$ cat src/rtl/fractal_sync_node.sv
// Fractal sync tree node: merges two child sync requests, resolves them locally or forwards them to the parent, and fans the wake back down.
// Wake arrives 2 cycles after the last capture; no backpressure. FSYNC_NODE_TIMEOUT_EN adds a timeout for a lone pending child.
module fractal_sync_node #(
  parameter int unsigned LVL_W       = 4,
  parameter int unsigned NODE_LVL    = 1,
  parameter int unsigned TIMEOUT_CYC = 1024
) (
  input  logic                  clk_i,
  input  logic                  rst_ni,
  input  logic                  clear_i,
  input  logic [1:0]            c_sync_i,
  input  logic [1:0][LVL_W-1:0] c_level_i,
  output logic [1:0]            c_wake_o,
  output logic [1:0]            c_error_o,
  input  logic [1:0]            c_ack_i,
  output logic                  p_sync_o,
  output logic [LVL_W-1:0]      p_level_o,
  input  logic                  p_wake_i,
  input  logic                  p_error_i,
  output logic                  p_ack_o
);

  typedef enum logic [1:0] {IDLE, FWD, WAIT_P, WAKE} state_e;

  localparam logic [LVL_W-1:0] NODE_LVL_L = LVL_W'(NODE_LVL);

  state_e                  state_q;
  logic [1:0]              pend_q, pend_d;
  logic [1:0][LVL_W-1:0]   lvl_q, lvl_d;
  logic [1:0]              acked_q, acked_d;
  logic                    fwd_q;
  logic [1:0]              wake_q, err_q, err_d;
  logic                    p_sync_q, p_ack_q;
  logic [LVL_W-1:0]        p_level_q;

  logic [1:0] legal, illegal, tmo_clr;
  logic       both_pend, same_lvl, idle_mis, idle_loc, idle_fwd;
  logic       wp_wake, wp_err, enter_wake, pend_drop;
  logic [1:0] acked_nxt;

  always_comb begin
    for (int i = 0; i < 2; i++) begin
      legal[i]   = c_sync_i[i] & ~pend_q[i] & (c_level_i[i] >= NODE_LVL_L);
      illegal[i] = c_sync_i[i] & ~legal[i];
    end
  end

  assign both_pend  = &pend_q;
  assign same_lvl   = (lvl_q[0] == lvl_q[1]);
  assign idle_mis   = (state_q == IDLE) & both_pend & ~same_lvl;
  assign idle_loc   = (state_q == IDLE) & both_pend & same_lvl & (lvl_q[0] == NODE_LVL_L);
  assign idle_fwd   = (state_q == IDLE) & both_pend & same_lvl & (lvl_q[0] > NODE_LVL_L);
  assign wp_wake    = (state_q == WAIT_P) & p_wake_i;
  assign wp_err     = (state_q == WAIT_P) & p_error_i & ~p_wake_i;
  assign enter_wake = idle_loc | wp_wake;
  assign pend_drop  = idle_mis | wp_err | enter_wake;
  assign acked_nxt  = acked_q | c_ack_i;

`ifdef FSYNC_NODE_TIMEOUT_EN
  localparam int unsigned CNT_W = $clog2(TIMEOUT_CYC + 1);
  logic [CNT_W-1:0] cnt_q, cnt_d;
  logic             lone, tmo_fire;

  // Count only while a single child waits in IDLE; any other pend pattern restarts it.
  assign lone     = (state_q == IDLE) & (^pend_q);
  assign tmo_fire = lone & (cnt_q == CNT_W'(TIMEOUT_CYC - 1));
  assign cnt_d    = (lone & ~tmo_fire) ? cnt_q + CNT_W'(1) : '0;
  assign tmo_clr  = {2{tmo_fire}} & pend_q;

  always_ff @(posedge clk_i or negedge rst_ni) begin
    if (!rst_ni)      cnt_q <= '0;
    else if (clear_i) cnt_q <= '0;
    else              cnt_q <= cnt_d;
  end
`else
  assign tmo_clr = 2'b00;
`endif

  always_comb begin
    pend_d = (pend_q & ~{2{pend_drop}} & ~tmo_clr) | legal;
    for (int i = 0; i < 2; i++) begin
      lvl_d[i] = legal[i] ? c_level_i[i] : lvl_q[i];
    end
    acked_d = acked_q;
    if (state_q == WAKE) acked_d = (&acked_q) ? 2'b00 : acked_nxt;
    err_d = illegal | {2{idle_mis | wp_err}} | tmo_clr;
  end

  always_ff @(posedge clk_i or negedge rst_ni) begin
    if (!rst_ni) begin
      state_q   <= IDLE;
      pend_q    <= '0;
      lvl_q     <= '0;
      acked_q   <= '0;
      fwd_q     <= 1'b0;
      wake_q    <= '0;
      err_q     <= '0;
      p_sync_q  <= 1'b0;
      p_level_q <= '0;
      p_ack_q   <= 1'b0;
    end else if (clear_i) begin
      state_q   <= IDLE;
      pend_q    <= '0;
      lvl_q     <= '0;
      acked_q   <= '0;
      fwd_q     <= 1'b0;
      wake_q    <= '0;
      err_q     <= '0;
      p_sync_q  <= 1'b0;
      p_level_q <= '0;
      p_ack_q   <= 1'b0;
    end else begin
      pend_q    <= pend_d;
      lvl_q     <= lvl_d;
      acked_q   <= acked_d;
      err_q     <= err_d;
      p_sync_q  <= 1'b0;
      p_level_q <= '0;
      p_ack_q   <= 1'b0;
      case (state_q)
        IDLE: begin
          if (idle_loc) begin
            state_q <= WAKE;
            wake_q  <= 2'b11;
            fwd_q   <= 1'b0;
          end else if (idle_fwd) begin
            state_q   <= FWD;
            p_sync_q  <= 1'b1;
            p_level_q <= lvl_q[0];
            fwd_q     <= 1'b1;
          end
        end
        FWD: state_q <= WAIT_P;
        WAIT_P: begin
          if (p_wake_i) begin
            state_q <= WAKE;
            wake_q  <= 2'b11;
          end else if (p_error_i) begin
            state_q <= IDLE;
            fwd_q   <= 1'b0;
          end
        end
        WAKE: begin
          if (&acked_q) begin
            state_q <= IDLE;
            wake_q  <= 2'b00;
            fwd_q   <= 1'b0;
          end else begin
            // Parent ack goes out in the cycle the second child ack is registered.
            wake_q  <= ~acked_nxt;
            p_ack_q <= fwd_q & (&acked_nxt);
          end
        end
        default: state_q <= IDLE;
      endcase
    end
  end

  assign c_wake_o  = wake_q;
  assign c_error_o = err_q;
  assign p_sync_o  = p_sync_q;
  assign p_level_o = p_level_q;
  assign p_ack_o   = p_ack_q;

endmodule

$ cat config.mk
export PLATFORM = sky130hd
export DESIGN_NAME = fractal_sync_node
export DESIGN_NICKNAME = d
export VERILOG_FILES = /design/src/rtl/fractal_sync_node.sv
export SDC_FILE = /design/constraint.sdc
export NUM_CORES = 1
export LEC_CHECK = 0
export CAP_MARGIN = 0
export CORE_MARGIN = 2
export CORE_UTILIZATION = 23
export DETAILED_ROUTE_END_ITERATION = 7
export HOLD_SLACK_MARGIN = 0.08
export SYNTH_ARGS = -nofsm -noshare
export SYNTH_HDL_FRONTEND = slang
export SYNTH_SLANG_ARGS = --single-unit
$ cat constraint.sdc
create_clock -name clk_i -period 2.75 [get_ports clk_i]
set_clock_uncertainty 0.2 [all_clocks]
set_input_delay 0.275 -clock clk_i [delete_from_list [all_inputs] [get_ports clk_i]]
set_output_delay 0.275 -clock clk_i [all_outputs]
set_load 0.01 [all_outputs]
Word-level counts from Yosys, hierarchy flattened --
Index checks and enable logic that the tools add are counted.
Operators by class: $lt $le $gt $ge 3, equality and inequality tests 12, muxes and demuxes 38, bitwise logic cells 30, reduce and logical (&&, ||, !) cells 11
Operators with widths (number):
- $mux W2 | 15
- $mux W4 | 6
- $and A1 B1 Y1 | 15
- $mux W1 | 13
- $ne A3 B3 Y1 const B | 4
- $ge A4 B1 Y1 const B | 2
- $mux W8 | 1
- $ne A4 B4 Y1 const B | 2
- $pmux W2 S4 | 1
- $not A1 Y1 | 6
- $or A2 B2 Y2 | 3
- $pmux W2 S3 | 1
- $reduce_and A2 Y1 | 3
- $reduce_and A3 Y1 | 2
- $reduce_bool A2 Y1 | 3
- $reduce_and A5 Y1 | 1
- $eq A2 B2 Y1 const B | 2
- $eq A4 B1 Y1 const B | 1
- $eq A4 B4 Y1 | 1
- $gt A4 B1 Y1 const B | 1
- $not A2 Y2 | 2
- $reduce_bool A4 Y1 | 1
- $ne A3 B2 Y1 const B | 1
- $or A1 B1 Y1 | 3
- other kinds (4) | 4
Storage, ports and cells: register bits 25, input bits 17, output and inout port bits 10

Longest topological paths before layout --
Gate-level depths: netlist of run 1.
depth after elaboration 10, depth in mapped cells 5

Least setup slack after synthesis of run 1 --
Ideal clock, no wire load.
kind reg-to-reg, start register lvl_q[1] (netlist name), end register wake_q[0], in the netlist c_wake_o[0], library setup time 0.087 ns, arrival time 1.316 ns, required time 2.463 ns, setup slack 1.147 ns, cell stages (with the launch flop) 5, path buffers 0, clock period less this slack 1.603 ns, path through dfrtp_1 > xnor2_1 > nand4_1 > or3_4 > a211oi_2
On the way: word-level cells in the longest chain between the ends 5, elaborated cells between the ends (all ways) 6, classes of those cells eq/ne (3); bitwise (2); reduce/logical (1)
Ends and longest elaborated chain:
- start: declaration | RTL line 29 | logic [1:0][LVL_W-1:0] lvl_q, lvl_d;
- start signal: assignment | RTL line 114 | lvl_q <= lvl_d;
- $eq A4 B4 Y1 | RTL line 49 | assign same_lvl = (lvl_q[0] == lvl_q[1]);
- $and A1 B1 Y1 | RTL line 51 | assign idle_loc = (state_q == IDLE) & both_pend & same_lvl & (lvl_q[0] == NODE_LVL_L);
- $and A1 B1 Y1 (*) | RTL line 51
- $ne A3 B3 Y1 (no source line) (*)
- $reduce_and A3 Y1 (no source line) (*)
- end signal: assignment | RTL line 150 | wake_q <= ~acked_nxt;
- end: declaration | RTL line 32 | logic [1:0] wake_q, err_q, err_d;
Mark *: on every way between the ends. The rest lies on a longest branch, timed or not. A chain may end at the register's enable or synchronous reset.

Final worst setup path of run 1 --
start register lvl_q[0] (netlist name), end register wake_q[0], in the netlist c_wake_o[0]
Same word-level chain as after synthesis.

==> impl_metrics.ini, run 1 <==
[status]
status = complete, no violations

[detailed_routing]
route.detailed.drc = 0
vias = 930
viasPerCell = 4.37
ant_nets = 0
first_pass_iters = 4
wl_mm = 2.56
wl_per_cell_um = 12.0
drt-initial-drc-count = 30

[synth]
synth_top_area_share_pct = 52.5
yosys-top-cells-area = dfrtp_1 52%, mux2i_1 6.7%, nor2_1 5.7%
synth_area_mm2 = 0.00119
synth.avg_cell_area_um2 = 10.5
synth_cells = 114
async_flop_share_pct = 100
mappedNetlistNets = 131
yosys_warnings = 0
ys_seq_area_share_pct = 52.5
synth_edf_count = 0
ys.flop_type = dfrtp_1
synthDistinctLibCells = 33
synth_seq_cells = 25
synth_top_area_cell = dfrtp_1

[worst_setup_path]
crit_arrival_ps = 1800
crit_start = lvl_q[0]
reg2reg_to = c_wake_o[0]
reg2reg_slack_ps = 930
worstSetupEndpointType = flop
start_kind = flop
crit_chain = xnor2_1, nand4_1, or3_4, a211oi_2
cp_slowest_cell = or3_4
worstSetupPathType = flop to flop
required_ps = 2740
r2r-start = lvl_q[0]
reg2reg_depth = 4
cpPeakStageDelay_ps = 460
crit_fanout = 5
crit_end = c_wake_o[0]

[placement]
routabilityCongestion = 0.776
io_buffers = 26
dpl_cell_area_mm2 = 0.00154
dp_hpwl_mm = 1.93
placed_cells = 209
place_ws_ps = 782

[layout]
layoutNonFillerInstCount = 213
seq_area_um2 = 626
drive_gt1_share_pct = 11.2
diodes = 0
layout_common_cells = 26 x clkdlybuf4s50_1, 25 x dfrtp_1, 18 x nor2_1, 8 x mux2i_1, 6 x a21oi_1
fillCellCount = 517
area_delta_synth_final_pct = 33.1
multiInputGateArea_um2 = 529
nets = 161
final_common_cell = clkdlybuf4s50_1
stdcell_area_mm2 = 0.00159

[global_route]
grt_max_degree = 26
grt_pass1_wl_mm = 4.51
grt_usage_pct = 9.46
grt_pass1_vias = 949
antenna_found_initial = 0
grt_overflow = 0

[floorplanning]
core_area_mm2 = 0.00504
rows = 26
initial_core_util_pct = 23.6
die_x_um = 76
ios = 27
die_h_um = 76
die_area_mm2 = 0.00578

[power_and_ir_drop]
power.switching_mw = 0.201
p_leak_nw = 0.665
p_comb_share_pct = 16.4
internal-power_mw = 0.553
vdd_drop_max_uv = 175
clock_power_share_pct = 30.3
swShare_pct = 26.7
seqPwrFrac_pct = 53.2
p_per_area_mw_per_mm2 = 475

[timing]
post-route-period-util_pct = 66.0
fmax_mhz = 551
final.min_clock_period_ps = 1820
hold_violations = 0
worst_slew_pin_slew_ps = 480
drv_slew = 0
setup_violations = 0
worst_slack_ps = 935
setup-tns-final_ps = 0
slew_headroom_pct = 67.7
rsz0062_at_grt = false

[cts]
cts_resized = 0
path_clk_slew_ps = 90
cts_tree = yes
cts_root_buffer = clkbuf_8
clock_path_buffers = 2
cts_buffers = 3
hold_buffers = 0
postCtsSetupBuffers = 0
insertion_delay_ps = 270
cts_sinks = 25
cts_max_level = 1

[worst_hold_path]
min_path_type = input pin to asynchronous set/reset pin

[run]
max_cap_viol_count = 0
## critical path: cells and delay by family, from the launching register on
| family | cells | cell delay [ps] |
|---|---|---|
| flip-flops | 1 | 440 |
| XOR/XNOR | 1 | 200 |
| AO/OA/AOI/OAI | 1 | 220 |
| AND/OR/NAND/NOR | 2 | 680 |
## per-stage QoR
step | hold slack (ps) | util, % | total power, mW
floorplan | -221 | - | 0.473
global placement | 347 | 30.5 | 0.532
detailed placement | 349 | 30.5 | 0.533
CTS | 166 | 31.5 | 0.765
global route | 176 | 31.5 | 0.796
finish | 162 | 31.5 | 0.754
## power groups by stage
stage	logic, mW	clock network, mW	registers (mW)
6_report	0.124	0.229	0.402
5_1_grt	0.137	0.254	0.405
4_1_cts	0.125	0.238	0.402
3_5_place_dp	0.124	0	0.409
3_3_place_gp	0.123	0	0.409
2_1_floorplan	0.0689	0	0.404
## Yosys cell counts, types with 2 or more instances
cell type,n
inv_1,3
nor3b_2,2
nand3_1,2
xnor2_1,4
nand2b_1,3
a21oi_1,6
o22ai_1,2
o21ai_0,4
nand2_1,5
and3_1,3
nor4_1,2
dfrtp_1,25
a211oi_2,2
mux2i_1,8
nor2_1,18
nor3_1,4
a31oi_1,3
and2_1,3
## metal layers
layer	vias up	global-route usage, %	share of wire (%)
met2	26	16.0	51
met4	0	5.09	1.9
li1	463	-	-
met1	437	11.7	42
met5	-	0	0
met3	4	1.42	4.8
## worst min path at each step
stage,startpoint,end,slack [ps],depth (start not counted)
after detailed placement,lvl_q[4],lvl_q[4],350,2
after CTS,rst_ni,lvl_q[4],170,2
final,rst_ni,p_level_o[0],160,2
after floorplan,rst_ni,acked_q[0],-220,0
after global placement,lvl_q[4],lvl_q[4],350,2
after global routing,rst_ni,p_level_o[0],180,2
## flip-flops by register name, indices dropped and copies added (netlist names)
signal     flops
acked_q        2
c_error_o      2
c_wake_o       2
fwd_q          1
lvl_q          8
p_ack_o        1
p_level_o      4
p_sync_o       1
pend_q         2
state_q        2
## layout make-up
type | count | share of cell area (%)
clock buffer | 3 | 2.60
clock inverter | 1 | 0.552
inverter | 3 | 0.710
multi-input combinational | 82 | 33.4
sequential | 25 | 39.4
tap | 70 | 5.52
timing repair buffer | 29 | 17.8
## cell families (layout without fill, tap and decap cells)
family                 count (synthesis)  after routing  synth area share [%]
flip-flops                            25             25                  52.5
AO/OA/AOI/OAI                         20             20                  11.0
AND/OR/NAND/NOR                       50             50                  23.7
multiplexers                           8              8                  6.72
buffers and inverters                  7             36                  3.15
XOR/XNOR                               4              4                  2.94
Note: power is estimated with default switching activity, not from simulation.
==> inputs of run 2 (changes only) <==
Clock period 2.75 ns to 1.7 ns, I/O delays scaled along.
==> run 2 against run 1 <==
Largest power group unchanged. Sequential share of layout area fell by 4.4 points. Clock power grew 62%. Sequential cell count unchanged. Design area increased by 13%.
==> impl_metrics.ini, run 2 (synthesis gave the netlist of run 1 again) <==
[layout]
area_delta_synth_final_pct = 49.8
layoutNonFillerInstCount = 236
largest_register_ffs = 8
largest_register = lvl_q
diodes = 0
final_common_cell = clkdlybuf4s50_1
drive_gt1_share_pct = 25.3
layout_common_cells = 26 x clkdlybuf4s50_1, 25 x dfrtp_1, 25 x buf_4, 18 x nor2_1, 8 x mux2i_1
nets = 184

[timing]
slew_headroom_pct = 78.7
timing.hold.ws_ps = 340
worst_slack_ps = 10.8
drv_slew = 0
hold_violations = 0
worst_slew_pin_slew_ps = 317
setup_violations = 0
final.min_clock_period_ps = 1690
rsz0062_at_grt = true
fmax_mhz = 592
post-route-period-util_pct = 99.4

[global_route]
use_met2_pct = 16.3
grt_pass1_vias = 1024
grt-busiest-layer = met2
grt_overflow = 0
gr-usage-met3_pct = 1.30
grt_max_degree = 26
grt_pass1_wl_mm = 4.78
antenna_found_initial = 0
met1_usage_pct = 12.7
grt_usage_pct = 9.98

[worst_setup_path]
required_ps = 1690
crit_fanout = 3
cpPeakStageDelay_ps = 430
crit_chain = xnor2_1, nand4_1, or3_4, a211oi_2
start_kind = flop
crit_arrival_ps = 1680
critPathTopFamily = simple AND/OR/NAND/NOR gates
worstSetupPathType = flop to flop
worstSetupEndpointType = flop
cp_slowest_cell = dfrtp_1
cp_num_buf_inv = 0

[cts]
insertion_delay_ps = 270
clock_path_buffers = 2
cts_buffers = 3
cts_root_buffer = clkbuf_8
cts_tree = yes
path_clk_slew_ps = 90
cts_max_level = 1
cts_sinks = 25

[placement]
routabilityCongestion = 0.734
io_buffers = 26
dp_hpwl_mm = 2.01
placed_cells = 231
place_ws_ps = -143

[power_and_ir_drop]
p_leak_nw = 0.786
finalPower_mw = 1.28
p_per_area_mw_per_mm2 = 715
vdd_drop_max_uv = 310

[floorplanning]
die_x_um = 76
initial_core_util_pct = 23.6
die_area_mm2 = 0.00578
rows = 26
ios = 27
die_h_um = 76
core_area_mm2 = 0.00504

[detailed_routing]
drt-initial-drc-count = 40
viasPerCell = 4.23
wl_per_cell_um = 11.1
first_pass_iters = 4
route.detailed.drc = 0
vias = 998
ant_nets = 0
wl_mm = 2.63

[run]
max_cap_viol_count = 0

[worst_hold_path]
min_path_type = input pin to flop

[status]
status = complete, no violations
==> run 2: changes by cell type in the layout (fill, tap and decap cells not counted), sizes merged <==
cell,change
buf,+22
dlygate4sd3,+1
==> run 2: metrics by stage <==
step	utilization (%)	instance area, µm²	setup TNS [ps]
CTS	35.2	1780	-1.62
detailed placement	33.7	1700	-817
finish	35.4	1790	0
global placement	33.7	1700	-382
floorplan	-	1190	0
global route	35.4	1790	-361
==> run 2: final cells by class <==
class                      count  area (µm²)
fill                         518        3260
sequential                    25         626
multi-input combinational     82         554
timing repair buffer          52         458
tap                           70        87.6
clock buffer                   3        41.3
inverter                       3        11.3
clock inverter                 1        8.76
==> run 2: worst min-delay path: cells and delay by family <==
| kind | cells | cell delay (ps) |
|---|---|---|
| buffers and inverters | 1 | 410 |
| AO/OA/AOI/OAI | 2 | 210 |
==> run 2: where the power goes <==
part	internal, mW	switching (mW)
Sequential	0.620	0.0264
Combinational	0.149	0.112
Clock	0.172	0.198
Total	0.941	0.337
==> run 2: layer usage <==
| layer | share of wire, % | up-vias |
|---|---|---|
| met1 | 43 | 460 |
| met3 | 4.2 | 4 |
| met4 | 1.6 | 0 |
| met2 | 51 | 25 |
| li1 | - | 509 |
| met5 | 0 | - |
==> run 2: timing repair <==
| action | in CTS | in global routing |
|---|---|---|
| endpoints found under the setup margin | 4 | 12 |
| pin swaps | 3 | 1 |
| gates resized for setup | 1 | 3 |
| hold buffers | 1 | 0 |
| buffers inserted | 1 | 0 |
| endpoints found under the hold margin | 25 | 0 |
==> run 2: path summary, 6_finish.rpt <==
kind                             start            to  slack (ps)  cells after the start
max in group asynchronous       rst_ni    acked_q[1]         470                      3
min in group asynchronous       rst_ni    acked_q[0]         600                      3
hold / removal             c_sync_i[1]  c_error_o[1]         340                      3
setup reg to reg              lvl_q[2]   c_wake_o[0]          10                      4
setup / recovery              lvl_q[2]   c_wake_o[0]          10                      4
hold reg to reg               lvl_q[7]      lvl_q[7]         350                      2
